===== src/rtl/sub_pkg.sv =====
// Shared definitions for the bit-serial subtractor: FSM encodings and default width.
package sub_pkg;

  localparam int DEFAULT_WIDTH = 8;

  typedef enum logic [1:0] {
    IDLE  = 2'd0,
    SHIFT = 2'd1,
    DONE  = 2'd2
  } state_t;

endpackage


===== src/rtl/serial_subtractor_if.sv =====
// Operand/result bundle between a requester (master) and the serial subtractor (slave).
interface serial_subtractor_if
  import sub_pkg::*;
#(
  parameter int WIDTH = DEFAULT_WIDTH
) ();

  logic             start;
  logic [WIDTH-1:0] a;
  logic [WIDTH-1:0] b;
  logic             bin;
  logic [WIDTH-1:0] diff;
  logic             bout;
  logic             busy;
  logic             done;

  modport master (
    output start, a, b, bin,
    input  diff, bout, busy, done
  );

  modport slave (
    input  start, a, b, bin,
    output diff, bout, busy, done
  );

endinterface


===== src/rtl/full_subtractor.sv =====
// One-bit full subtractor: d = a - b - bin, with borrow-out.
module full_subtractor (
  input  logic a,
  input  logic b,
  input  logic bin,
  output logic diff,
  output logic bout
);

  assign diff = a ^ b ^ bin;
  assign bout = (~a & b) | (~(a ^ b) & bin);

endmodule


===== src/rtl/serial_subtractor.sv =====
// Bit-serial subtractor: computes a - b - bin LSB first, one bit per clock.
module serial_subtractor
  import sub_pkg::*;
#(
  parameter int WIDTH = DEFAULT_WIDTH
) (
  input  logic               clk,
  input  logic               rst_n,
  serial_subtractor_if.slave s
);

  // Smallest counter that can hold WIDTH-1.
  localparam int CNT_W = (WIDTH > 2) ? $clog2(WIDTH) : 1;
  localparam logic [CNT_W-1:0] LAST_BIT = CNT_W'(WIDTH - 1);

  state_t           state;
  logic [WIDTH-1:0] a_sr;
  logic [WIDTH-1:0] b_sr;
  logic             brw;
  logic [CNT_W-1:0] cnt;
  logic             d_bit;
  logic             brw_nxt;

  full_subtractor u_fs (
    .a    (a_sr[0]),
    .b    (b_sr[0]),
    .bin  (brw),
    .diff (d_bit),
    .bout (brw_nxt)
  );

  // Control FSM plus operand/result shift registers, all with registered outputs.
  always_ff @(posedge clk or negedge rst_n) begin
    if (!rst_n) begin
      state  <= IDLE;
      a_sr   <= '0;
      b_sr   <= '0;
      brw    <= 1'b0;
      cnt    <= '0;
      s.diff <= '0;
      s.bout <= 1'b0;
      s.busy <= 1'b0;
      s.done <= 1'b0;
    end else begin
      case (state)
        IDLE: begin
          if (s.start) begin
            a_sr   <= s.a;
            b_sr   <= s.b;
            brw    <= s.bin;
            cnt    <= '0;
            s.busy <= 1'b1;
            state  <= SHIFT;
          end
        end
        SHIFT: begin
          a_sr   <= a_sr >> 1;
          b_sr   <= b_sr >> 1;
          brw    <= brw_nxt;
          s.diff <= {d_bit, s.diff[WIDTH-1:1]};
          cnt    <= cnt + 1'b1;
          if (cnt == LAST_BIT) begin
            // Last bit: publish the final borrow and hand over to DONE.
            cnt    <= '0;
            s.bout <= brw_nxt;
            s.busy <= 1'b0;
            s.done <= 1'b1;
            state  <= DONE;
          end
        end
        DONE: begin
          s.done <= 1'b0;
          state  <= IDLE;
        end
        default: begin
          s.busy <= 1'b0;
          s.done <= 1'b0;
          state  <= IDLE;
        end
      endcase
    end
  end

endmodule


===== src/flat_wrapper.sv =====
// flat-port wrapper written by rule: the top's interface ports become plain ports
module serial_subtractor_flat import sub_pkg::*;
#(
  parameter int WIDTH = DEFAULT_WIDTH
)
  (clk, rst_n, s_start, s_a, s_b, s_bin, s_diff, s_bout, s_busy, s_done);
  serial_subtractor_if #(.WIDTH(WIDTH)) s_i ();
  input  logic clk;
  input  logic rst_n;
  input wire logic [$bits(s_i.start)-1:0] s_start;
  input wire logic [$bits(s_i.a)-1:0] s_a;
  input wire logic [$bits(s_i.b)-1:0] s_b;
  input wire logic [$bits(s_i.bin)-1:0] s_bin;
  output wire logic [$bits(s_i.diff)-1:0] s_diff;
  output wire logic [$bits(s_i.bout)-1:0] s_bout;
  output wire logic [$bits(s_i.busy)-1:0] s_busy;
  output wire logic [$bits(s_i.done)-1:0] s_done;
  assign s_i.start = s_start;
  assign s_i.a = s_a;
  assign s_i.b = s_b;
  assign s_i.bin = s_bin;
  assign s_diff = s_i.diff;
  assign s_bout = s_i.bout;
  assign s_busy = s_i.busy;
  assign s_done = s_i.done;
  serial_subtractor #(.WIDTH(WIDTH)) u_core (.clk(clk), .rst_n(rst_n), .s(s_i));
endmodule

===== config.mk =====
export PLATFORM = sky130hd
export DESIGN_NAME = serial_subtractor_flat
export DESIGN_NICKNAME = d
export VERILOG_FILES = /design/src/rtl/sub_pkg.sv /design/src/rtl/serial_subtractor_if.sv /design/src/rtl/full_subtractor.sv /design/src/rtl/serial_subtractor.sv /design/src/flat_wrapper.sv
export SDC_FILE = /design/constraint.sdc
export NUM_CORES = 1
export LEC_CHECK = 0
export CAP_MARGIN = 40
export CELL_PAD_IN_SITES_DETAIL_PLACEMENT = 0
export CELL_PAD_IN_SITES_GLOBAL_PLACEMENT = 1
export CORE_MARGIN = 1.5
export CORE_UTILIZATION = 35
export DETAILED_ROUTE_END_ITERATION = 12
export MAX_ROUTING_LAYER = met4
export PLACE_DENSITY_LB_ADDON = 0.1
export SLEW_MARGIN = 20
export SYNTH_ARGS = -nofsm -noshare
export SYNTH_HDL_FRONTEND = slang
export SYNTH_SLANG_ARGS = --single-unit

===== constraint.sdc =====
create_clock -name clk -period 1.3 [get_ports clk]
set_clock_uncertainty 0.15 [all_clocks]
set_input_delay 0.26 -clock clk [delete_from_list [all_inputs] [get_ports clk]]
set_output_delay 0.26 -clock clk [all_outputs]
set_load 0.005 [all_outputs]

==> flow_summary.yaml <==
floorplan:
  die_w_um: 67.2
  die_area_um2: 4520
  initial_utilization_pct: 36.4
  pin_count: 31
  core_area_um2: 3970
  die_y_um: 67.2
  core.rowCount: 23
sta:
  tns_ns: -0.247
  fmax_mhz: 714
  post-route-period-util_pct: 108
  fin_ws_ns: -0.101
  setup_viol: 7
  slew-limit-headroom_pct: 76.4
  fin_crit_ns: 1.40
  maxSlewViolCount: 0
  tightest_slew_ns: 0.355
  rsz0062_at_grt: "yes"
  hold_viol: 0
detailed_routing:
  drt_iter0_drc: 40
  vias: 1166
  antenna_left: 0
  routed_via_density: 5.00
  drc_errors: 0
  wl_um: 3440
  wl_per_cell_um: 14.8
  drt_pass1_iterations: 4
placed_design:
  hpwl_um: 2070
  globalplace.congestion: 0.714
  portBuffers: 30
  place_area_um2: 1900
cts:
  cts_num_sinks: 33
  root_buffer: "clkbuf_8"
  cts_tree: "yes"
  clk_pin_slew_ns: 0.07
  clk_latency_ns: 0.28
  max-clock-path-buffers: 2
  h-tree-depth: 2
  cts_buffers: 5
worst_setup_path:
  cp_max_fo: 2
  cp.arrival_ns: 1.42
  crit_path_start: "u_core.brw"
  crit_path_end: "u_core.s.diff[7]"
  r2r.worst_path.cells: 3
  r2r_start: "u_core.brw"
  endpoint_kind: "flip-flop"
  crit_path_start_kind: "flip-flop"
  r2r_slack_ns: -0.10
  reg2reg_to: "u_core.s.diff[7]"
  critical_path_class: "reg2reg"
  cp.required_ns: 1.31
final_layout:
  n_fill_cell: 338
  synthToLayoutAreaGrowth_pct: 62.0
  layout_common_cells: "dfrtp_1 (32), buf_4 (21), clkdlybuf4s50_1 (18)"
  diodes: 0
  final_design_area_no_fill_um2: 2340
  final_common_cell: "dfrtp_1"
  final_nets: 205
  drive_gt1_share_pct: 53.0
yosys:
  synth_cell_type_count: 31
  yosysSeqAreaShare_pct: 57.2
  ys_seq_elements: 33
  syn_area_um2: 1440
  synth_nets: 147
  yosysWarnings: 0
  postSynthAreaPerCell_um2: 11.6
  syn_inst: 124
grt:
  grt_max_degree: 34
  overflow: 0
  antenna_found_initial: 0
  grt_pass1_vias: 1130
  grt_usage_pct: 16.4
  grt_pass1_wl_um: 5200
run_status:
  violations: "setup timing"
  status: "finished, violations left"
pwr:
  p_leak_nw: 0.991
  p_per_area_nw_per_um2: 2550
  vdd_drop_max_mv: 1.18
  finalPower_mw: 5.95
worst_hold_path:
  holdCritPathClass: "in2async"
flow_run:
  maxCapViolCount: 0
## cell type report
class / instances / area, um^2 / area share, %
clock buffer: 7 / 96.3 / 4.12
inverter: 6 / 35.0 / 1.50
tap: 50 / 62.6 / 2.68
multi-input combinational: 79 / 808 / 34.6
clock inverter: 1 / 5.00 / 0.214
timing repair buffer: 57 / 504 / 21.6
sequential: 33 / 827 / 35.4
## layer usage
metal	up-vias	wire (um)	global-route usage, %
met5	-	0	-
met4	0	21	6.12
met3	2	140	5.50
met2	24	1740	25.9
met1	584	1540	19.5
li1	556	-	-
## report_power, final
group          internal, mW  switching [mW]
Clock                 0.478           0.358
Sequential             1.54           0.419
Combinational          1.80            1.35
Total                  3.82            2.13
## metrics by stage
stage | setup slack (ns) | cells | hold slack, ns | utilization [%]
finish | -0.101 | 233 | 0.195 | 58.9
global placement | -0.323 | 211 | 0.319 | 47.9
detailed placement | -0.345 | 211 | 0.325 | 47.9
global route | -0.166 | 233 | 0.198 | 58.9
CTS | -0.109 | 224 | 0.194 | 52.1
floorplan | -0.0492 | 124 | -0.186 | -
## worst min-delay path by stage
| stage | startpoint | end | slack [ns] | depth (start not counted) |
|---|---|---|---|---|
| 3_3_place_gp | u_core.s.bout | u_core.s.bout | 0.32 | 2 |
| 5_1_grt | rst_n | u_core.s.diff[1] | 0.20 | 2 |
| 4_1_cts | rst_n | u_core.cnt[1] | 0.19 | 2 |
| 6_report | rst_n | u_core.brw | 0.20 | 2 |
| 3_5_place_dp | u_core.s.bout | u_core.s.bout | 0.33 | 2 |
| 2_1_floorplan | rst_n | u_core.a_sr[0] | -0.19 | 0 |
## flip-flops by register name (all words and copies together) (netlist names)
signal         cells
u_core.s.done      1
u_core.s.bout      1
u_core.a_sr        8
u_core.s.diff      8
u_core.state       2
u_core.brw         1
u_core.s.busy      1
u_core.b_sr        8
u_core.cnt         3
## kinds of logic after synthesis
group                    after synthesis  share of synthesized area, %
AO/OA/AOI/OAI                         40                          19.2
multiplexers                           8                          6.24
adder cells (fa/ha/maj)                3                          3.12
AND/OR/NAND/NOR                       27                          8.93
flip-flops                            33                          57.2
buffers and inverters                 13                          5.37
## synth_stat cells (all sizes together)
cell type	count	share of area, %
nor2b	1	0.43
mux2	8	6.2
a21boi	1	0.52
ha	2	1.7
dfrtp	33	57
a32o	2	1.4
nand2	3	0.78
fa	1	1.4
nand2b	2	1.0
nor2	17	4.6
clkbuf	1	0.26
a221oi	1	1.0
o22ai	13	5.6
o2bb2ai	1	0.61
nor4b	2	1.2
o31ai	1	0.52
o21ba	1	1.1
a22o	1	0.61
a22oi	1	0.52
o21bai	1	1.3
a21oi	14	4.9
nor3	1	0.35
buf	6	3.4
inv	6	1.7
o21ai	3	1.0
nand3b	1	0.52
## worst max-delay path, cell delays in order (launching register included)
cell	delay [ns]
dfrtp_1	0.35
inv_2	0.05
fa_1	0.47
mux2_4	0.27
## repair_timing
| item | 4_1_cts | 5_1_grt |
|---|---|---|
| hold buffers | 0 | 0 |
| pin swaps | 3 | 7 |
| setup endpoints to repair | 40 | 33 |
| gates cloned | 0 | 1 |
| gates resized for setup | 36 | 66 |
| buffers inserted | 5 | 8 |
(Power assumes the default switching activity.)
